==> src/rtl/multicycle_control.sv <==
// Control FSM for the multi-cycle RV64 datapath: sequences fetch/decode/execute,
// drives every datapath strobe, watches memory handshakes and counts retirements.
module multicycle_control #(
  parameter int unsigned MEM_TIMEOUT = 255,
  parameter int unsigned CNT_W       = 16
) (
  input  logic        clk_i,
  input  logic        reset_i,
  input  logic [6:0]  opcode_i,
  input  logic [2:0]  funct3_i,
  input  logic        zero_i,
  input  logic        mem_ready_i,
  output logic        ir_write_o,
  output logic        pc_write_o,
  output logic        iord_o,
  output logic        pc_src_o,
  output logic        mem_read_o,
  output logic        mem_write_o,
  output logic        reg_write_o,
  output logic        mem_to_reg_o,
  output logic        alu_src_a_o,
  output logic [1:0]  alu_src_b_o,
  output logic [1:0]  alu_op_o,
  output logic [1:0]  imm_sel_o,
  output logic        trap_o,
  output logic [3:0]  state_o,
  output logic [63:0] instret_o
);

  typedef enum logic [3:0] {
    ST_RST    = 4'd0,
    ST_FETCH  = 4'd1,
    ST_DECODE = 4'd2,
    ST_ADDR   = 4'd3,
    ST_MEM_RD = 4'd4,
    ST_MEM_WR = 4'd5,
    ST_WB_MEM = 4'd6,
    ST_EXEC_R = 4'd7,
    ST_EXEC_I = 4'd8,
    ST_WB_ALU = 4'd9,
    ST_BRANCH = 4'd10,
    ST_TRAP   = 4'd11
  } state_t;

  localparam logic [6:0] OP_LOAD   = 7'b0000011;
  localparam logic [6:0] OP_STORE  = 7'b0100011;
  localparam logic [6:0] OP_RTYPE  = 7'b0110011;
  localparam logic [6:0] OP_ITYPE  = 7'b0010011;
  localparam logic [6:0] OP_BRANCH = 7'b1100011;

  localparam logic [CNT_W-1:0] TIMEOUT_LAST = CNT_W'(MEM_TIMEOUT - 1);

  state_t            state_q, state_d;
  logic [CNT_W-1:0]  waitCnt_q, waitCnt_d;
  logic              trap_q, trap_d;
  logic [63:0]       instret_q, instret_d;
  logic              retire;
  logic              memWait;
  logic              timeout;

  assign timeout = (waitCnt_q == TIMEOUT_LAST) && !mem_ready_i;

  always_ff @(posedge clk_i) begin
    if (reset_i) begin
      state_q   <= ST_RST;
      waitCnt_q <= '0;
      trap_q    <= 1'b0;
      instret_q <= '0;
    end else begin
      state_q   <= state_d;
      waitCnt_q <= waitCnt_d;
      trap_q    <= trap_d;
      instret_q <= instret_d;
    end
  end

  always_comb begin
    state_d      = state_q;
    ir_write_o   = 1'b0;
    pc_write_o   = 1'b0;
    iord_o       = 1'b0;
    pc_src_o     = 1'b0;
    mem_read_o   = 1'b0;
    mem_write_o  = 1'b0;
    reg_write_o  = 1'b0;
    mem_to_reg_o = 1'b0;
    alu_src_a_o  = 1'b0;
    alu_src_b_o  = 2'b00;
    alu_op_o     = 2'b00;
    imm_sel_o    = 2'b00;
    retire       = 1'b0;
    memWait      = 1'b0;

    case (state_q)
      ST_RST: state_d = ST_FETCH;
      ST_FETCH: begin
        mem_read_o  = 1'b1;
        alu_src_b_o = 2'b01;
        if (mem_ready_i) begin
          ir_write_o = 1'b1;
          pc_write_o = 1'b1;
          state_d    = ST_DECODE;
        end else begin
          memWait = 1'b1;
          if (timeout) state_d = ST_TRAP;
        end
      end
      ST_DECODE: begin
        alu_src_b_o = 2'b10;
        imm_sel_o   = 2'b10;
        case (opcode_i)
          OP_LOAD, OP_STORE: state_d = ST_ADDR;
          OP_RTYPE:          state_d = ST_EXEC_R;
          OP_ITYPE:          state_d = ST_EXEC_I;
          OP_BRANCH:         state_d = (funct3_i[2:1] == 2'b00) ? ST_BRANCH : ST_TRAP;
          default:           state_d = ST_TRAP;
        endcase
      end
      ST_ADDR: begin
        alu_src_a_o = 1'b1;
        alu_src_b_o = 2'b10;
        imm_sel_o   = (opcode_i == OP_STORE) ? 2'b01 : 2'b00;
        state_d     = (opcode_i == OP_STORE) ? ST_MEM_WR : ST_MEM_RD;
      end
      ST_MEM_RD: begin
        mem_read_o = 1'b1;
        iord_o     = 1'b1;
        if (mem_ready_i) begin
          state_d = ST_WB_MEM;
        end else begin
          memWait = 1'b1;
          if (timeout) state_d = ST_TRAP;
        end
      end
      ST_MEM_WR: begin
        mem_write_o = 1'b1;
        iord_o      = 1'b1;
        if (mem_ready_i) begin
          retire  = 1'b1;
          state_d = ST_FETCH;
        end else begin
          memWait = 1'b1;
          if (timeout) state_d = ST_TRAP;
        end
      end
      ST_WB_MEM: begin
        reg_write_o  = 1'b1;
        mem_to_reg_o = 1'b1;
        retire       = 1'b1;
        state_d      = ST_FETCH;
      end
      ST_EXEC_R: begin
        alu_src_a_o = 1'b1;
        alu_op_o    = 2'b10;
        state_d     = ST_WB_ALU;
      end
      ST_EXEC_I: begin
        alu_src_a_o = 1'b1;
        alu_src_b_o = 2'b10;
        alu_op_o    = 2'b10;
        state_d     = ST_WB_ALU;
      end
      ST_WB_ALU: begin
        reg_write_o = 1'b1;
        retire      = 1'b1;
        state_d     = ST_FETCH;
      end
      // BEQ takes the branch on zero, BNE on not-zero; funct3[0] flips the sense.
      ST_BRANCH: begin
        alu_src_a_o = 1'b1;
        alu_op_o    = 2'b01;
        pc_src_o    = 1'b1;
        pc_write_o  = zero_i ^ funct3_i[0];
        retire      = 1'b1;
        state_d     = ST_FETCH;
      end
      ST_TRAP: state_d = ST_TRAP;
      default: state_d = ST_TRAP;
    endcase

    if (state_d != state_q) begin
      waitCnt_d = '0;
    end else if (memWait) begin
      waitCnt_d = waitCnt_q + 1'b1;
    end else begin
      waitCnt_d = waitCnt_q;
    end

    trap_d    = trap_q | (state_d == ST_TRAP);
    instret_d = instret_q + {63'd0, retire};
  end

  assign trap_o    = trap_q;
  assign state_o   = state_q;
  assign instret_o = instret_q;

endmodule

==> config.mk <==
export PLATFORM = sky130hd
export DESIGN_NAME = multicycle_control
export DESIGN_NICKNAME = d
export VERILOG_FILES = /design/src/rtl/multicycle_control.sv
export SDC_FILE = /design/constraint.sdc
export NUM_CORES = 1
export LEC_CHECK = 0
export ABC_AREA = 1
export BUFFER_PORTS_ARGS = -buffer_cell sky130_fd_sc_hd__buf_2
export CAP_MARGIN = 10
export CORE_MARGIN = 4
export CORE_UTILIZATION = 56
export DETAILED_ROUTE_END_ITERATION = 8
export PLACE_DENSITY = 0.9
export SLEW_MARGIN = 20
export SYNTH_ARGS = -nofsm -noshare
export SYNTH_HDL_FRONTEND = slang
export SYNTH_SLANG_ARGS = --single-unit
==> constraint.sdc <==
create_clock -name clk_i -period 3.77 [get_ports clk_i]
set_clock_uncertainty 0.2 [all_clocks]
set_input_delay 0.754 -clock clk_i [delete_from_list [all_inputs] [get_ports clk_i]]
set_output_delay 0.754 -clock clk_i [all_outputs]
set_load 0.02 [all_outputs]
Word-level counts from Yosys, hierarchy flattened
Cells that the tools add are included.
{ "totals": {"reg_bits": 85, "latch_bits": 0, "ramBits": 0, "romBits": 0, "in_bits": 14, "out_inout_bits": 84, "wordCells": 66, "mem_count": 0} }
{ "classes": {"addsub": 2, "mul": 0, "div_mod_pow": 0, "n_lt_le_gt_ge": 0, "n_eq_ne": 18, "n_shift": 0, "n_mux": 25, "bitwise_logic": 2, "reduce_logical": 15} }
{ "ops": {"columns": ["cell", "n"], "rows": [
  ["64-bit by 1-bit adder with 64-bit output", 1],
  ["4-bit case mux with 7 select lines", 1],
  ["16-bit by 1-bit adder with 16-bit output, second input constant", 1],
  ["16-bit by 8-bit == test with 1-bit output, second input constant", 1],
  ["4-bit by 3-bit == test with 1-bit output, second input constant", 4],
  ["4-bit == test, second input constant", 4],
  ["4-bit two-way mux", 4],
  ["4-bit case mux with 4 select lines", 1],
  ["7-bit by 6-bit == test with 1-bit output, second input constant", 2],
  ["1-bit two-way mux", 14],
  ["2-bit case mux with 2 select lines", 3],
  ["2-bit OR reduction", 6],
  ["3-bit OR reduction", 3],
  ["4-bit by 2-bit == test with 1-bit output, second input constant", 2],
  ["4-bit OR reduction", 2],
  ["7-bit by 2-bit == test with 1-bit output, second input constant", 1],
  ["7-bit by 5-bit == test with 1-bit output, second input constant", 1],
  ["7-bit == test, second input constant", 1],
  ["4-bit by 1-bit == test with 1-bit output, second input constant", 1],
  ["4-bit logical NOT", 1],
  ["4-bit != test", 1],
  ["1-bit case mux with 2 select lines", 2],
  ["2-bit logical NOT", 1],
  ["1-bit logical AND", 1],
  ["other kinds (3)", 3]
]} }

Longest topological paths before layout
Gate-level depths: netlist of run 1.
{ "logic_depth": {"word_depth": 7, "mapped_depth": 20, "ltp_nobuf": 20} }

Worst setup path before layout of run 1
No wires, ideal clock.
{ "synth_timing": {"kind": "register -> register", "startpoint": "register state_q[3], in the netlist state_o[3]", "endpoint": "register instret_q[36], in the netlist instret_o[36]", "setup_time_ns": 0.119, "arrival_ns": 3.038, "t_required_ns": 3.451, "path_slack_ns": 0.413, "path_stages_with_launch": 20, "n_path_buf": 0, "synth_period_minus_slack_ns": 3.357, "path_cell_list": "dfxtp_1 > inv_1 > nor2_1 > inv_1 > nor2_1 > inv_1 > nand4_1 > ha_1 > ha_1 > nand2_1 > inv_1 > nand3_2 > nor2_4 > nand2_2 > nor2_4 > nand2_1 > nor2_1 > nand2_1 > o21ai_0 > a21oi_1"} }
{ "synth_via": {"elab_chain_cells": 4, "word_cells_on_any_way": 7, "classes_between": "add/sub: 1; eq/ne: 4; mux: 1; reduce/logical: 1"} }
{ "synth_lines": {"columns": ["element", "line", "rtl"], "rows": [
  ["start, declared", "53", "state_t state_q, state_d;"],
  ["start signal, assigned", "70", "state_q <= state_d;"],
  ["4-bit == test or 4-bit by 3-bit == test with 1-bit output (tied branches)", "94", "case (state_q)"],
  ["3-bit OR reduction (no source line)", null, null],
  ["1-bit case mux with 2 select lines (*)", "94", null],
  ["64-bit by 1-bit adder with 64-bit output (*)", "190", "instret_d = instret_q + {63'd0, retire};"],
  ["end signal, assigned", "73", "instret_q <= instret_d;"],
  ["end, declared", "56", "logic [63:0] instret_q, instret_d;"]
]} }
Mark *: on every way between the ends. The rest lies on a longest branch, timed or not.
A chain may end at the register's enable or synchronous reset.

Worst setup path after layout of run 1
{ "layout_timing": {"startpoint": "register state_q[3], in the netlist state_o[3]", "endpoint": "register instret_q[44], in the netlist instret_o[44]"} }
The elaborated chain is that of the path after synthesis.

==> metrics.csv, run 1 <==
stage,metric,value,unit
outcome,status,finished clean,
pwr,ir_drop,0.317,mV
flow_run,maxCapViolCount,0,
floorplan,die_x,104,um
timing,setup_viol,0,
finish,diodes,0,
route,antenna_left,0,
global_routing,grt_start_max_net_pins,54,
floorplan,core_area,8810,sq um
timing,tns,0,ns
finish,fill_cells,832,
synthesis,ys_seq_area_frac,0.332,
finish,drive_above_1_share,0.188,
timing,timing.hold.ws,0.290,ns
setup_path,start_kind,flop,
clock_tree,clock-sinks,85,
placement,io_buffers,97,
synthesis,synth.top_cells.by_count,"nand2_1, nor2_1, inv_1, dfxtp_1, a21oi_1",
global_routing,grt_overflow,0,
clock_tree,cts_tree,done,
synthesis,yosysUniqueCellTypes,38,
timing,fin_ws,0.285,ns
route,first_pass_iters,6,
global_routing,grt_pass1_vias,5188,
timing,final-hold-violation-count,0,
placement,place_ws,0.251,ns
synthesis,yosysTopAreaCellShare,0.332,
synthesis,synth_enable_flop_cells,0,
synthesis,synthTopCellsByArea,"dfxtp_1, nand2_1, nor2_1",
synthesis,syn-cell-area,5120,sq um
route,wl_per_cell,14.8,um
floorplan,row_count,34,
global_routing,grt_usage,0.279,
route,routed_via_density,5.53,
global_routing,grt_pass1_wl,24800,um
clock_tree,clk_pin_slew,0.08,ns
finish,areaGrowthSynthToFinish,16.1,%
floorplan,start_util,0.582,
synthesis,ys.flop_type,dfxtp_1,
clock_tree,cts_root_buffer,clkbuf_8,
finish,nets,935,
floorplan,io_pins,98,
setup_path,critPathMaxFanout,8,
finish,stdcell_count,1030,
finish,seq_area,1700,sq um
route,wirelength,15300,um
synthesis,synth_nets,831,
clock_tree,cts_buffer_depth,2,
route,via_count,5697,
synthesis,yosysMostFrequentCell,nand2_1,
placement,dpl.cell_count,1012,
pwr,p_leak,2.38,nW
timing,timing.fmax,287,MHz
clock_tree,htreeDepth,3,
pwr,p_total,2.19,mW
synthesis,post_synth.cell_area_avg,6.30,sq um
timing,period_minus_slack,3.48,ns
synthesis,ys.warnings.count,0,
timing,grt_setup_unrepaired,no,
synthesis,synth_cells,813,
placement,routabilityCongestion,1.04,
setup_path,endpoint_kind,flop,
pwr,power_density,369,nW/um^2
timing,min_period_over_period,0.924,
finish,multi_input_area,2970,sq um
global_routing,antenna_found_initial,0,
timing,maxSlewHeadroom,0.609,
route,drt_drc_violations_left,0,
placement,hpwl,12100,um
route,drtIter0Drc,374,
min_path,hold_path.class,flop to flop,
floorplan,dieArea,10700,sq um
synthesis,synth.largest_area_cell,dfxtp_1,
clock_tree,cts-buffers-inserted,9,
timing,slew_viol_final,0,
floorplan,die_h,104,um
timing,tightest_slew,0.571,ns
setup_path,crit_arrival,3.57,ns
synthesis,ys_ff_latch,85,
clock_tree,clock_latency,0.35,ns
setup_path,worst-setup-path-type,flop to flop,
synthesis,async_flop_share,0,
setup_path,required,3.86,ns
cells by family after synthesis:
family / count (synthesis) / synth area share
buffers and inverters: 117 / 0.0886
DFF: 85 / 0.332
xor gates and xnor gates: 23 / 0.0393
and+or+nand+nor: 500 / 0.444
adders and majority gates: 4 / 0.00977
AOI/OAI and AO/OA: 84 / 0.0857
registers in the layout, indices dropped and copies added (netlist names):
signal and cells:
state_o 4, trap_o 1, instret_o 64, waitCnt_q 16
power by group:
| group | switching (mW) | internal [mW] |
|---|---|---|
| logic | 0.384 | 0.159 |
| registers | 0.0342 | 0.918 |
| clock network | 0.325 | 0.374 |
| total | 0.743 | 1.45 |
cell type report:
class / count / share of cell area
Inverter: 107 / 0.0679
Tap cell: 108 / 0.0227
Multi-Input combinational cell: 611 / 0.499
Clock buffer: 12 / 0.0227
Clock inverter: 4 / 0.0122
Timing Repair Buffer: 103 / 0.0892
Sequential cell: 85 / 0.286
path summary, 6_finish.rpt:
| check | startpoint | endpoint | slack [ns] | cells after the start |
|---|---|---|---|---|
| setup reg to reg | state_o[3] | instret_o[44] | 0.29 | 20 |
| hold / removal | instret_o[63] | instret_o[63] | 0.29 | 2 |
| hold reg to reg | instret_o[63] | instret_o[63] | 0.29 | 2 |
| setup / recovery | state_o[3] | instret_o[44] | 0.29 | 20 |
routing by layer:
layer	vias to the layer above	share of wire	track usage	routed length, um
li1	2809	-	-	-
met1	2542	0.42	0.370	6400
met2	295	0.44	0.449	6680
met3	51	0.10	0.0560	1600
met4	0	0.037	0.108	571
met5	-	0	0	0
critical path, stage by stage, from the launching register on:
cell and delay (ns):
dfxtp_2 0.43, inv_1 0.09, nor2_1 0.17, inv_1 0.07
nor2_1 0.22, inv_1 0.11, nand4_1 0.12, ha_1 0.24
ha_1 0.25, nand2_1 0.11, inv_1 0.10, nand3_2 0.15
nor2_4 0.20, nand2_2 0.12, nor2_4 0.12, nand2_1 0.09
nor2_1 0.19, nand2_1 0.14, o21ai_1 0.14, nand2_1 0.06
nor2_1 0.10
timing repair:
item,4_1_cts,5_1_grt
buffers inserted,0,2
hold buffers,0,0
setup endpoints to repair,0,2
hold endpoints to repair,0,0
gates resized for setup,0,2
metrics by stage:
| stage | util | area [sq um] |
|---|---|---|
| floorplan | - | 5120 |
| CTS | 0.674 | 5930 |
| global placement | 0.650 | 5720 |
| finish | 0.676 | 5950 |
| detailed placement | 0.650 | 5720 |
| global route | 0.676 | 5950 |
cells in the final DEF, fill, tap and decap left out, types with 4 or more instances in the layout:
| cell type | count |
|---|---|
| or2_2 | 19 |
| nor2_1 | 139 |
| buf_4 | 6 |
| nor2_2 | 14 |
| nand4_1 | 31 |
| nor3_1 | 29 |
| o21ai_0 | 24 |
| inv_1 | 103 |
| buf_2 | 97 |
| xnor2_1 | 9 |
| nand2_1 | 191 |
| nor2_4 | 6 |
| a21oi_1 | 54 |
| nand3_1 | 50 |
| xor2_1 | 14 |
| dfxtp_1 | 83 |
| clkbuf_8 | 9 |
| ha_1 | 4 |
Power figures use the tool's default switching activity.
==> run 2, diff against run 1 <==
CORE_ASPECT_RATIO = 1.75   (was not set)
==> run 2 against run 1 <==
Sequential cell count stayed put; highest routed layer unchanged; wire length rose by 13%; via count hardly changed; combinational power increased by 3.9%; critical endpoint is now instret_o[49]; die area is 0.56% higher; core utilization increased by 1.4 points.
==> metrics.csv, run 2 (synthesis gave the netlist of run 1 again) <==
stage,metric,value,unit,change
outcome,status,finished clean,,unchanged
floorplan,core_area,8780,sq um,was 8810 sq um
finish,largest_reg_flops,64,,unchanged
pwr,p_leak,2.42,nW,was 2.38 nW
clock_tree,clock_latency,0.35,ns,about the same
pwr,internal_power,1.68,mW,was 1.45 mW
route,first_pass_iters,5,,was 6
setup_path,endpoint_kind,flop,,unchanged
floorplan,die_h,135,um,was 104 um
floorplan,row_count,45,,was 34
setup_path,cp-endpoint,instret_o[49],,was instret_o[44]
timing,period_minus_slack,3.48,ns,about the same
finish,final_cell_mix,"nand2_1, nor2_1, inv_1",,unchanged
clock_tree,clk_pin_slew,0.06,ns,was 0.08 ns
pwr,power_frac_clock,0.391,,was 0.319
timing,tightest_slew,0.680,ns,was 0.571 ns
setup_path,r2r-end,instret_o[49],,was instret_o[44]
placement,place_area,5730,sq um,was 5720 sq um
placement,dpl.cell_count,1020,,"was 1,012"
setup_path,required,3.78,ns,was 3.86 ns
finish,nets,932,,was 935
setup_path,cpPeakStageDelay,0.51,ns,was 0.43 ns
setup_path,cp_slowest_cell,dfxtp_1,,was dfxtp_2
global_routing,grt_usage,0.334,,was 0.279
setup_path,worst-setup-path-type,flop to flop,,unchanged
pwr,pwr-share-comb,0.226,,was 0.247
clock_tree,cts.repair_timing.setup_buffer_count,0,,unchanged
timing,grt_setup_unrepaired,no,,unchanged
clock_tree,htreeDepth,3,,unchanged
flow_run,maxCapViolCount,0,,unchanged
finish,final_area,6050,sq um,was 5950 sq um
clock_tree,cts_resized,0,,unchanged
floorplan,die_x,80.3,um,was 104 um
timing,timing.fmax,287,MHz,about the same
placement,hpwl,13600,um,"was 12,100 um"
timing,slew_viol_final,0,,unchanged
setup_path,start_kind,flop,,unchanged
clock_tree,cts_hold_buf,0,,unchanged
clock_tree,cts_buffer_depth,2,,unchanged
finish,final_util,0.689,,was 0.676
timing,tns,0,ns,unchanged
global_routing,antenna_found_initial,0,,unchanged
placement,routabilityCongestion,1.02,,was 1.04
pwr,p_seq_frac,0.384,,was 0.434
setup_path,critPathMaxFanout,8,,unchanged
timing,maxSlewHeadroom,0.535,,was 0.609
clock_tree,cts-buffers-inserted,9,,unchanged
finish,drive_above_1_share,0.185,,was 0.188
min_path,hold_path.class,flop to flop,,unchanged
floorplan,dieArea,10800,sq um,"was 10,700 sq um"
setup_path,path_cells,inv_1 -> nor2_1 -> inv_1 -> nor2_1 -> inv_1 -> nand4_1 -> ha_1 -> nand3_1 -> inv_1 -> nand2_1 -> nor2_1 -> nand4_1 -> nor2_1 -> and3_1 -> nor3_1,,was inv_1 -> nor2_1 -> inv_1 -> nor2_1 -> inv_1 -> nand4_1 -> ha_1 -> ha_1 -> nand2_1 -> inv_1 -> nand3_2 -> nor2_4 -> nand2_2 -> nor2_4 -> nand2_1 -> nor2_1 -> nand2_1 -> o21ai_1 -> nand2_1 -> nor2_1
route,routed_via_density,5.50,,was 5.53
timing,final-hold-violation-count,0,,unchanged
finish,final_common_cell,nand2_1,,unchanged
floorplan,io_pins,98,,unchanged
floorplan,start_util,0.583,,was 0.582
setup_path,crit_arrival,3.49,ns,was 3.57 ns
timing,setup_viol,0,,unchanged
pwr,swShare,0.329,,was 0.339
finish,stdcell_count,1036,,"was 1,030"
finish,areaGrowthSynthToFinish,18.2,%,was 16.1%
placement,io_buffers,97,,unchanged
global_routing,grt_start_max_net_pins,54,,unchanged
pwr,ir_drop,0.424,mV,was 0.317 mV
route,drtIter0Drc,417,,was 374
clock_tree,cts_root_buffer,clkbuf_16,,was clkbuf_8
global_routing,grt_overflow,0,,unchanged
finish,diodes,0,,unchanged
route,drt_drc_violations_left,0,,unchanged
clock_tree,cts_tree,done,,unchanged
setup_path,worst-r2r-setup-slack,0.29,ns,about the same
global_routing,grt_pass1_vias,5558,,"was 5,188"
route,via_count,5701,,"was 5,697"
setup_path,r2r_start,state_o[3],,unchanged
pwr,power_switching,0.820,mW,was 0.743 mW
setup_path,r2r_cells,15,,was 20
route,wirelength,17300,um,"was 15,300 um"
timing,min_period_over_period,0.923,,was 0.924
route,antenna_left,0,,unchanged
route,wl_per_cell,16.7,um,was 14.8 um
setup_path,setup.worst_path.start,state_o[3],,unchanged
pwr,power_density,412,nW/um^2,was 369 nW/um^2
global_routing,grt_pass1_wl,27400,um,"was 24,800 um"
clock_tree,clock-sinks,85,,unchanged
-- run 2: changes by cell type in the layout (fill, tap and decap cells not counted), moves of 2 or more --
cell and delta:
buf_4 -3, clkbuf_1 -2, clkbuf_16 +9, clkbuf_8 -8
dfxtp_1 +2, dfxtp_2 -2
-- run 2: how the worst min path moves through the flow --
| stage | cells past startpoint | from | end |
|---|---|---|---|
| 5_1_grt | 2 | instret_o[24] | instret_o[24] |
| 2_1_floorplan | 3 | waitCnt_q[3] | waitCnt_q[3] |
| 3_3_place_gp | 2 | instret_o[62] | instret_o[62] |
| 4_1_cts | 2 | instret_o[24] | instret_o[24] |
| 3_5_place_dp | 2 | instret_o[62] | instret_o[62] |
| 6_report | 2 | instret_o[61] | instret_o[61] |
-- run 2: power by group through the flow --
stage / Combinational, mW / Sequential, mW / Clock, mW
4_1_cts: 0.558 / 0.954 / 0.973
3_5_place_dp: 0.556 / 0.975 / 0
5_1_grt: 0.622 / 0.958 / 1.02
6_report: 0.563 / 0.957 / 0.975
3_3_place_gp: 0.555 / 0.973 / 0
2_1_floorplan: 0.416 / 0.979 / 0
-- run 2: area by class of cell --
type / count / area, sq um
flip-flops and latches: 85 / 1700
multi-input cells: 611 / 2970
clock buffers: 11 / 243
clock inverters: 5 / 83.8
fillers: 836 / 2730
inverters: 107 / 404
well taps: 117 / 146
repair buffers: 100 / 508
-- run 2: layer usage --
metal | up-vias | routed length (um) | GRT usage
met5 | - | 0 | 0
li1 | 2812 | - | -
met2 | 255 | 8750 | 0.578
met4 | 0 | 1690 | 0.294
met1 | 2532 | 5770 | 0.322
met3 | 102 | 1080 | 0.0714
-- run 2: stage by stage --
stage,setup slack (ns),hold WS [ns],power (mW)
3_3_place_gp,0.560,0.268,1.53
4_1_cts,0.381,0.292,2.49
3_5_place_dp,0.413,0.281,1.53
5_1_grt,0.0444,0.310,2.60
2_1_floorplan,0.413,0.302,1.40
6_report,0.291,0.287,2.49
-- run 2: worst max-delay path, delay by kind of cell, from the launching register on --
| family | cells | cell delay, ns |
|---|---|---|
| and+or+nand+nor | 10 | 1.94 |
| buffers and inverters | 4 | 0.48 |
| DFF | 1 | 0.51 |
| adders and majority gates | 1 | 0.19 |
